### src/rtl/hazard_scoreboard.sv
// rtl/hazard_scoreboard.sv - in-flight destination tracker producing stall and forwarding selects
// FORWARDING_EN: stall only on load-use and drive fwd_sel; otherwise stall on any in-flight match.
module hazard_scoreboard #(
  parameter int REG_AW = 4,
  parameter int STAGES = 3,
  parameter int CNT_W  = 16
) (
  input  logic                             clk,
  input  logic                             rst,
  input  logic                             id_valid,
  input  logic [REG_AW-1:0]                src1,
  input  logic [REG_AW-1:0]                src2,
  input  logic                             two_src,
  input  logic                             id_wb_en,
  input  logic                             id_mem_r,
  input  logic [REG_AW-1:0]                id_dest,
  input  logic                             flush,
  input  logic                             clr_cnt,
  output logic                             hazard,
  output logic [$clog2(STAGES+1)-1:0]      fwd_sel1,
  output logic [$clog2(STAGES+1)-1:0]      fwd_sel2,
  output logic [CNT_W-1:0]                 stall_cnt
);

  localparam int SW = $clog2(STAGES + 1);

  logic [STAGES:1]   r_valid;
  logic [STAGES:1]   r_wb_en;
  logic [STAGES:1]   r_mem_r;
  logic [REG_AW-1:0] r_dest [1:STAGES];
  logic [CNT_W-1:0]  r_stall_cnt;

  logic [STAGES:1]   w_match1;
  logic [STAGES:1]   w_match2;
  logic              w_hazard;
  logic              w_issue;
  logic              w_unused_mem;

  always_comb begin
    w_match1 = '0;
    w_match2 = '0;
    for (int k = 1; k <= STAGES; k++) begin
      w_match1[k] = r_valid[k] & r_wb_en[k] & (r_dest[k] == src1);
      w_match2[k] = r_valid[k] & r_wb_en[k] & two_src & (r_dest[k] == src2);
    end
  end

`ifdef FORWARDING_EN
  logic [SW-1:0] w_sel1;
  logic [SW-1:0] w_sel2;

  // Scan oldest to youngest so the youngest match overwrites.
  always_comb begin
    w_sel1 = '0;
    w_sel2 = '0;
    for (int k = STAGES; k >= 1; k--) begin
      if (w_match1[k]) w_sel1 = SW'(k);
      if (w_match2[k]) w_sel2 = SW'(k);
    end
    if (!id_valid) begin
      w_sel1 = '0;
      w_sel2 = '0;
    end
  end

  assign w_hazard = id_valid & ~flush & r_mem_r[1] & (w_match1[1] | w_match2[1]);
  assign fwd_sel1 = w_sel1;
  assign fwd_sel2 = w_sel2;
`else
  assign w_hazard = id_valid & ~flush & (|(w_match1 | w_match2));
  assign fwd_sel1 = '0;
  assign fwd_sel2 = '0;
`endif

  // Slot mem_r is only consulted at slot 1 (and not at all without forwarding).
  assign w_unused_mem = ^r_mem_r;

  assign w_issue   = id_valid & ~w_hazard & ~flush;
  assign hazard    = w_hazard;
  assign stall_cnt = r_stall_cnt;

  always_ff @(posedge clk) begin
    if (rst) begin
      r_valid <= '0;
      r_wb_en <= '0;
      r_mem_r <= '0;
      for (int k = 1; k <= STAGES; k++) r_dest[k] <= '0;
    end else begin
      for (int k = STAGES; k >= 2; k--) begin
        r_valid[k] <= r_valid[k-1];
        r_wb_en[k] <= r_wb_en[k-1];
        r_mem_r[k] <= r_mem_r[k-1];
        r_dest[k]  <= r_dest[k-1];
      end
      r_valid[1] <= w_issue;
      r_wb_en[1] <= w_issue & id_wb_en;
      r_mem_r[1] <= w_issue & id_mem_r;
      r_dest[1]  <= w_issue ? id_dest : '0;
    end
  end

  always_ff @(posedge clk) begin
    if (rst || clr_cnt) begin
      r_stall_cnt <= '0;
    end else if (w_hazard && (r_stall_cnt != '1)) begin
      r_stall_cnt <= r_stall_cnt + CNT_W'(1);
    end
  end

endmodule
### config.mk
export PLATFORM = sky130hd
export DESIGN_NAME = hazard_scoreboard
export DESIGN_NICKNAME = d
export VERILOG_FILES = /design/src/rtl/hazard_scoreboard.sv
export SDC_FILE = /design/constraint.sdc
export NUM_CORES = 1
export LEC_CHECK = 0
export BUFFER_PORTS_ARGS = -buffer_cell sky130_fd_sc_hd__buf_2
export CAP_MARGIN = 0
export CORE_MARGIN = 8
export CORE_UTILIZATION = 25
export CTS_BUF_LIST = sky130_fd_sc_hd__clkbuf_2
export DETAILED_ROUTE_END_ITERATION = 8
export SLEW_MARGIN = 20
export SYNTH_ARGS = -nofsm -noshare
export SYNTH_HDL_FRONTEND = slang
export SYNTH_SLANG_ARGS = --single-unit
### constraint.sdc
create_clock -name clk -period 8.8 [get_ports clk]
set_input_delay 2.64 -clock clk [delete_from_list [all_inputs] [get_ports clk]]
set_output_delay 2.64 -clock clk [all_outputs]
set_load 0.01 [all_outputs]
==> summary.md, run 1 <==
| Metric | Value |
|---|---|
| Register area | ~680 sq um |
| Startpoint Class | input port |
| Clk slew on worst S/H paths | 0.14 ns |
| Clock skew | between 0.02 and 0.03 ns |
| Area after DPL | around 1900 sq um |
| Vias in the first global route | ~1400 |
| Maximum clock insertion buffer count | 2 |
| Design Power | roughly 0.24 mW |
| Critical path class | in -> out |
| Critical Path Fanout Max | 33 |
| Final slew viol count | 0 |
| GR Overflow Total | 0 |
| Largest cells by area after synthesis | dfxtp_1, xor2_1, nor2b_1 |
| First-pass GRT wire length | about 6400 um |
| Outcome | complete, no violations |
| Synthesized area per cell | 9.05 sq um |
| CTS H-tree lvls | 2 |
| Starting Density | 0.261 |
| Wirelength, routed | between 3000 and 4000 um |
| Worst Tran Pin Value | around 0.60 ns |
| HPWL Detailed | 2940 um |
| Worst endpoint required time | around 6 ns |
| Die width | roughly 98 um |
| Hold violation count in the final report | 0 |
| Initial antenna violation count | 0 |
| Synth warn | 0 |
| Synth top area share | 0.409 |
| GPL Wtd Cong | about 0.76 |
| Drt via density | 4.78 |
| Mapped Cells | roughly 180 |
| Setup TNS Final | 0 ns |
| Hold crit path type | reg -> reg |
| Largest net degree at the start of global routing | 34 |
| Max frequency | approximately 150 MHz |
| Critical Path Sink Type | output pin |
| TritonCTS clock tree | yes |
| Area of the multi-input gates | a little over 900 sq um |
| Number of post-CTS setup repair buffers | 0 |
| Synth cell types | 35 |
| Relative max-transition margin | 0.594 |
| Post-layout nets | approximately 240 |
| Lkg Pwr | between 0.7 and 0.8 nW |
| Power per cell area | between 100 and 150 nW/um^2 |
| DRC viols | 0 |
| Post-DRT Antenna Nets | 0 |
| Worst skew pair latency | ~0.37 ns |
| Vias | ~1400 |
| Most common cell after layout, fill and taps aside | buf_2 |
| Inserted Clock Buffers | 5 |
| PostCTS Resize Cnt | 0 |
| CTS sink count | 34 |
| Diode count | 0 |
| IO buf count | 35 |
| Setup violators final | 0 |
| Root Driver | clkbuf_2 |
| Final worst path period need | about 6.8 ns |
| Rows | 29 |
| Hold-fix buffers, CTS | 0 |
| I/O pins | a little over 40 |
| Arr. time, crit path | approximately 4 ns |
| #FFs+latches synth | 34 |
| DR WL/cell | roughly 13 um |
| Number of max-cap violations | 0 |
| Synth area leader | dfxtp_1 |
| Filler instances | between 600 and 700 |
| Final period utilization | 0.768 |
| Full die area | about 9500 sq um |
| Most frequent cells in the layout | buf_2, dfxtp_1, xor2_1 |
| Overall routing resource usage | 0.0799 |
| Post-route cell area | roughly 1900 sq um |
| Drt pass-1 iters | 4 |
| Worst ir drop on vdd | 0.0666 mV |
| Share of cells above drive strength 1 | 0.215 |
| RSZ-0062 raised after global routing | no |
| Sequential area share after synthesis | 0.409 |
| Layout area overhead | 16.0% |
| Die Y | between 90 and 100 um |
| Netlist Area Pre-Place | between 1500 and 2000 sq um |
| Core ar. | roughly 6400 sq um |
| Number of DRC markers in iteration 0 | 39 |
per-stage QoR:
stage / hold WS [ns] / setup WS [ns] / std cells / utilization
after floorplan: 0.458 / 2.31 / 187 / -
after global placement: 0.474 / 2.00 / 288 / 0.297
after detailed placement: 0.476 / 2.04 / 288 / 0.297
after CTS: 0.501 / 2.02 / 296 / 0.303
after global routing: 0.527 / 1.91 / 296 / 0.303
final: 0.501 / 2.04 / 296 / 0.303
sequential cells by signal, indices dropped and copies added (netlist names):
signal / count
r_dest: 12
stall_cnt: 16
r_wb_en: 3
r_valid: 3
cell usage after synthesis (all sizes together):
master	instances
dfxtp	34
xor2	15
a21oi	14
nor2b	13
nand2	10
or3	10
buf	9
nand3	9
xnor2	9
nand4	8
o21ai	8
o31ai	6
or4	6
and2	5
and3	5
clkbuf	3
nor2	3
o41ai	3
nor3	2
nor3b	2
o211ai	2
a311oi	1
and4	1
conb	1
ha	1
mux2i	1
nand2b	1
or2	1
or3b	1
power by group:
part / total [mW] / leakage (nW) / switching (mW) / internal [mW]
registers: 0.157 / 0.275 / 0.00136 / 0.156
logic: 0.0193 / 0.451 / 0.0109 / 0.00841
clock network: 0.0678 / 0.0255 / 0.0508 / 0.0170
total: 0.244 / 0.751 / 0.0631 / 0.181
per-layer routing:
layer  global-route usage  wire length [um]  part of all wire
met5                    0                 0                 0
met4               0.0420                83             0.022
met1                0.100              1840              0.48
met3               0.0164               132             0.034
met2                0.125              1770              0.46
cell families (layout without fill, tap and decap cells):
logic type | Yosys count | count (layout) | synth area share
adders and majority gates | 1 | 1 | 0.00751
muxes | 1 | 1 | 0.00601
xor gates and xnor gates | 24 | 24 | 0.126
AOI/OAI and AO/OA | 34 | 34 | 0.131
and+or+nand+nor | 77 | 77 | 0.275
buffers and inverters | 12 | 44 | 0.0428
other | 1 | 4 | 0.00225
DFF | 34 | 34 | 0.409
layout make-up:
| type | instances | share of cell area |
|---|---|---|
| clock buffers | 5 | 0.0130 |
| well taps | 77 | 0.0499 |
| flip-flops and latches | 34 | 0.352 |
| repair buffers | 36 | 0.0946 |
| clock inverters | 3 | 0.00583 |
| multi-input cells | 141 | 0.484 |
worst max-delay path, stage by stage:
cell	delay [ns]
buf_2	0.13
xnor2_1	0.15
nand4_1	0.11
o41ai_1	0.51
a311oi_4	0.08
buf_4	0.25
nor2_1	0.10
buf_2	0.13
final timing paths:
| kind | start | slack [ns] | endpoint | cells past startpoint |
|---|---|---|---|---|
| worst max register to register | stall_cnt[3] | 6.50 | stall_cnt[15] | 7 |
| worst max-delay path | src2[1] | 2.04 | hazard | 8 |
| worst min register to register | r_wb_en[2] | 0.50 | r_wb_en[3] | 1 |
| worst min-delay path | r_wb_en[2] | 0.50 | r_wb_en[3] | 1 |
Power figures use the tool's default switching activity.
==> run 2, diff against run 1 <==
Clock period 8.8 ns to 5.5 ns, I/O delays scaled along.
==> run 2 against run 1 <==
  * Register-to-register slack got worse by 3.3 ns
  * Routed wire length is 2.8% higher
  * Clock skew up 0.0039 ns
  * Utilization is 0.16 points higher
  * First-iteration DRC count up 51%
  * Sequential power up 61%
  * Hold slack better by 0.0069 ns
  * Highest routed layer unchanged
  * Non-clock buffer count stayed put
  * Die area unchanged
  * Global-route usage grew 0.27 points
  * Clock power rose by 84%
  * Largest cell class unchanged
  * Via count down 1.9%
==> summary.md, run 2 (synthesis gave the netlist of run 1 again) <==
| Metric | Value |
|---|---|
| Die width | 97.6 um |
| Overall routing resource usage | 0.0826 |
| Outcome | complete, no violations |
| Critical path class | in -> out |
| Worst skew pair latency | 0.39 ns |
| Filler instances | a little under 700 |
| IO buf count | 35 |
| Inserted Clock Buffers | 5 |
| Hold-critical path depth | 1 |
| RR Startpoint | stall_cnt[3] |
| Power per cell area | around 210 nW/um^2 |
| Diode count | 0 |
| Root Driver | clkbuf_2 |
| DR WL/cell | between 10 and 15 um |
| DRC viols | 0 |
| PostCTS Resize Cnt | 0 |
| Rows | 29 |
| Final worst path period need | between 4 and 5 ns |
| First-pass GRT wire length | 6580 um |
| Worst endpoint required time | approximately 3.9 ns |
| WHS | between 0.5 and 0.6 ns |
| Setup TNS Final | 0 ns |
| Share of cells above drive strength 1 | 0.228 |
| GPL Wtd Cong | around 0.8 |
| Capturing point of the worst reg2reg path | stall_cnt[15] |
| Post-DRT Antenna Nets | 0 |
| Wirelength, routed | slightly below 4000 um |
| Largest net degree at the start of global routing | 33 |
| Final period utilization | 0.831 |
| Min-delay src | r_wb_en[1] |
| Clock skew | about 0.029 ns |
| Hold crit path type | reg -> reg |
| Final Core Density | 0.304 |
| Critical Path Sink Type | output pin |
| Post-layout nets | 239 |
| Initial antenna violation count | 0 |
| HPWL Detailed | about 3000 um |
| Layout area overhead | 16.6% |
| Worst Tran Pin Value | 0.615 ns |
| Number of flip-flops in the largest register | 16 |
| Worst ir drop on vdd | 0.122 mV |
| Maximum clock insertion buffer count | 2 |
| Number of max-cap violations | 0 |
| Relative max-transition margin | 0.585 |
| CTS sink count | 34 |
| Number of DRC markers in iteration 0 | just under 60 |
| Hold violation count in the final report | 0 |
| Max frequency | between 200 and 250 MHz |
| GR Overflow Total | 0 |
| Vias | approximately 1400 |
| Core ar. | between 6000 and 7000 sq um |
| Most common cell after layout, fill and taps aside | buf_2 |
| Number of post-CTS setup repair buffers | 0 |
| Setup violators final | 0 |
| Vias in the first global route | about 1400 |
| Die Y | slightly below 100 um |
| I/O pins | 41 |
| Hold-fix buffers, CTS | 0 |
| Reg2Reg Depth | 7 |
| Starting Density | 0.261 |
| Lkg Pwr | roughly 0.75 nW |
| Register-to-register setup slack | between 3 and 4 ns |
| CTS H-tree lvls | 2 |
| Full die area | 9530 sq um |
| Critical Path Fanout Max | 3 |
| Area of the multi-input gates | about 940 sq um |
| Drt via density | between 4 and 5 |
| Register area | around 680 sq um |
| Startpoint Class | input port |
| Most frequent cells in the layout | buf_2, dfxtp_1, xor2_1 |
| TritonCTS clock tree | yes |
| Clk slew on worst S/H paths | ~0.19 ns |
| RSZ-0062 raised after global routing | no |
| Endpoint, Worst Hold | r_wb_en[2] |
| Drt pass-1 iters | 4 |
| Final slew viol count | 0 |
| Arr. time, crit path | roughly 2.9 ns |
[run 2: cell count changes in the layout (fill, tap and decap cells not counted), sizes merged]
cell      change
clkinv        -1
clkinvlp      +1
[run 2: critical path, stage by stage]
cell	delay, ns
buf_2	0.13
xnor2_1	0.14
nand4_1	0.11
o41ai_1	0.52
a311oi_4	0.10
nor2_1	0.11
buf_2	0.14
[run 2: report_power, final]
| group | switching, mW | total, mW | internal, mW | leakage (nW) |
|---|---|---|---|---|
| clock network | 0.0934 | 0.125 | 0.0312 | 0.0289 |
| logic | 0.0173 | 0.0308 | 0.0134 | 0.451 |
| registers | 0.00231 | 0.252 | 0.249 | 0.275 |
| total | 0.113 | 0.407 | 0.294 | 0.755 |
[run 2: worst max path at each step]
| stage | slack [ns] | from | to |
|---|---|---|---|
| 6_report | 0.93 | src2[1] | hazard |
| 5_1_grt | 0.86 | src2[1] | hazard |
| 4_1_cts | 0.90 | src2[1] | hazard |
| 3_5_place_dp | 0.92 | src2[0] | hazard |
| 3_3_place_gp | 0.95 | src2[1] | hazard |
| 2_1_floorplan | 0.99 | src1[3] | hazard |
[run 2: layout make-up]
cell class / count / area share
clock buffers: 5 / 0.0129
clock inverters: 3 / 0.0110
multi-input cells: 141 / 0.482
flip-flops and latches: 34 / 0.351
well taps: 77 / 0.0496
repair buffers: 36 / 0.0941
[run 2: per-stage QoR]
| stage | total power, mW | area [sq um] | setup slack [ns] | std cells |
|---|---|---|---|---|
| 5_1_grt | 0.427 | 1940 | 0.858 | 296 |
| 2_1_floorplan | 0.275 | 1680 | 0.991 | 187 |
| 6_report | 0.407 | 1940 | 0.931 | 296 |
| 3_3_place_gp | 0.287 | 1900 | 0.950 | 288 |
| 4_1_cts | 0.415 | 1940 | 0.898 | 296 |
| 3_5_place_dp | 0.288 | 1900 | 0.920 | 288 |
[run 2: routing by layer]
metal | vias up | part of all wire | track usage
li1 | 715 | - | -
met2 | 24 | 0.46 | 0.133
met1 | 643 | 0.48 | 0.0978
met4 | 0 | 0.021 | 0.0420
met3 | 6 | 0.032 | 0.0228
met5 | - | 0 | 0
==> run 3, diff against run 2 <==
Clock period 5.5 ns to 4.2 ns, I/O delays scaled along.
==> run 3 against run 2 <==
  * Sequential share of layout area grew 0.14 points
  * Combinational power grew 30%
  * First-iteration DRC count grew 27%
  * Via count grew 0.65%
  * Clock skew shrank 0.0079 ns
  * Critical path depth shrank 1
  * Largest cell class unchanged
  * Highest routed layer unchanged
==> summary.md, run 3 (synthesis gave the netlist of run 1 again) <==
| Metric | Value |
|---|---|
| Critical Path Sink Type | output pin |
| Die Y | 97.6 um |
| Hold violation count in the final report | 0 |
| Vias | between 1000 and 1500 |
| Hold crit path type | reg -> reg |
| Critical path class | in -> out |
| CP Capture Point | hazard |
| Clk slew on worst S/H paths | approximately 0.17 ns |
| Largest net degree at the start of global routing | 33 |
| DRC viols | 0 |
| Capturing point of the worst reg2reg path | stall_cnt[11] |
| Setup violators final | 0 |
| Worst-path cell chain | buf_2, xor2_1, o41ai_1, a311oi_4, nor2_1, buf_2 |
| Starting Density | 0.261 |
| Setup TNS Final | 0 ns |
| Final period utilization | 0.898 |
| Most common cell on crit path | buf_2 |
| IO buf count | 35 |
| Outcome | complete, no violations |
| Worst path top cell family by delay | compound AO/OA/AOI/OAI gates |
| RR Startpoint | r_dest[0][4] |
| Critical Path Fanout Max | 3 |
| Post-route cell area | between 1500 and 2000 sq um |
| TritonCTS clock tree | yes |
| Wirelength, routed | 3790 um |
| GR Overflow Total | 0 |
| Startpoint Class | input port |
| Gate power share | 0.077 |
| WP depth | 6 |
| Pre-CTS setup slack | about 0.42 ns |
| Number of flip-flops in the largest register | 16 |
| Core ar. | around 6400 sq um |
| Inserted Clock Buffers | 5 |
| Placed Instances | 288 |
| Post-DRT Antenna Nets | 0 |
| CP peak stage delay | 0.62 ns |
| Full die area | between 9000 and 10000 sq um |
| Number of post-CTS setup repair buffers | 0 |
| Worst path slowest cell | o41ai_1 |
| Lkg Pwr | about 0.76 nW |
| Area after DPL | about 1900 sq um |
| Overall routing resource usage | 0.0800 |
| Worst Tran Pin Value | about 0.61 ns |
| Layout area overhead | 16.2% |
| I/O pins | 41 |
| Die width | ~98 um |
| Initial antenna violation count | 0 |
| Worst endpoint required time | 2.94 ns |
| Hold-fix buffers, CTS | 0 |
| Register-to-register setup slack | around 2.0 ns |
| Most frequent cells in the layout | buf_2, dfxtp_1, xor2_1 |
| Root Driver | clkbuf_2 |
| Post-layout nets | ~240 |
| PostCTS Resize Cnt | 0 |
| Maximum clock insertion buffer count | 2 |
| Non-filler cells, final | roughly 300 |
| Rows | 29 |
| First-pass GRT wire length | between 6000 and 7000 um |
| Vias in the first global route | about 1300 |
| Drt pass-1 iters | 4 |
| Switch share | 0.258 |
| Worst skew pair latency | 0.36 ns |
| P_sw | between 0.1 and 0.15 mW |
| CTS H-tree lvls | 2 |
| Internal power | between 0.3 and 0.4 mW |
| Relative max-transition margin | 0.587 |
| Final slew viol count | 0 |
| Max frequency | around 270 MHz |
| Clock skew | ~0.021 ns |
| Most common cell after layout, fill and taps aside | buf_2 |
| Sequential group share of total power | 0.635 |
| Final worst path period need | 3.77 ns |
| RSZ-0062 raised after global routing | no |
| Number of DRC markers in iteration 0 | between 70 and 80 |
| CTS sink count | 34 |
| Clk pwr share | 0.288 |
| Worst path buffer plus inverter count | 2 |
| Worst ir drop on vdd | approximately 0.13 mV |
| Arr. time, crit path | between 2 and 3 ns |
| Reg2Reg Depth | 6 |
| PnR worst setup slack | about 0.43 ns |
| Drt via density | between 4 and 5 |
| GPL Wtd Cong | 0.800 |
| Number of max-cap violations | 0 |
| Diode count | 0 |
| Setup crit start | src2[0] |
| DR WL/cell | around 13 um |
| Power per cell area | about 270 nW/um^2 |
| Share of cells above drive strength 1 | 0.224 |
-- run 3: changes by cell type in the layout (fill, tap and decap cells not counted) --
cell,change
clkinv_1,+1
clkbuf_2,+1
clkinv_4,-1
clkinvlp_4,-1
-- run 3: cell type report --
class                   count  area (sq um)
multi-input cells         141           936
fillers                   706          4450
clock buffers               6          30.0
flip-flops and latches     34           681
well taps                  77          96.3
repair buffers             36           183
clock inverters             2          8.76
-- run 3: layer usage --
metal | up-vias | wire, um | GRT usage
met2 | 28 | 1710 | 0.121
met3 | 6 | 144 | 0.0213
li1 | 725 | - | -
met1 | 638 | 1860 | 0.102
met4 | 0 | 74 | 0.0385
met5 | - | 0 | 0
-- run 3: metrics by stage --
step | total power, mW | hold slack [ns] | utilization
2_1_floorplan | 0.361 | 0.458 | -
3_3_place_gp | 0.376 | 0.475 | 0.297
3_5_place_dp | 0.376 | 0.486 | 0.297
4_1_cts | 0.527 | 0.510 | 0.303
5_1_grt | 0.545 | 0.521 | 0.303
6_report | 0.518 | 0.506 | 0.303
-- run 3: worst min-delay path by stage --
| stage | start | endpoint | slack, ns | depth (start not counted) |
|---|---|---|---|---|
| 6_report | r_wb_en[1] | r_wb_en[2] | 0.51 | 1 |
| 5_1_grt | r_wb_en[1] | r_wb_en[2] | 0.52 | 1 |
| 4_1_cts | r_wb_en[1] | r_wb_en[2] | 0.51 | 1 |
| 3_5_place_dp | r_valid[1] | r_valid[2] | 0.49 | 1 |
| 3_3_place_gp | r_valid[1] | r_valid[2] | 0.48 | 1 |
| 2_1_floorplan | r_wb_en[2] | r_wb_en[3] | 0.46 | 1 |
-- run 3: power by group through the flow --
stage	Combinational (mW)	Sequential, mW	Clock (mW)
global route	0.0449	0.330	0.170
CTS	0.0405	0.329	0.157
global placement	0.0400	0.336	0
finish	0.0400	0.329	0.149
floorplan	0.0255	0.335	0
detailed placement	0.0404	0.336	0
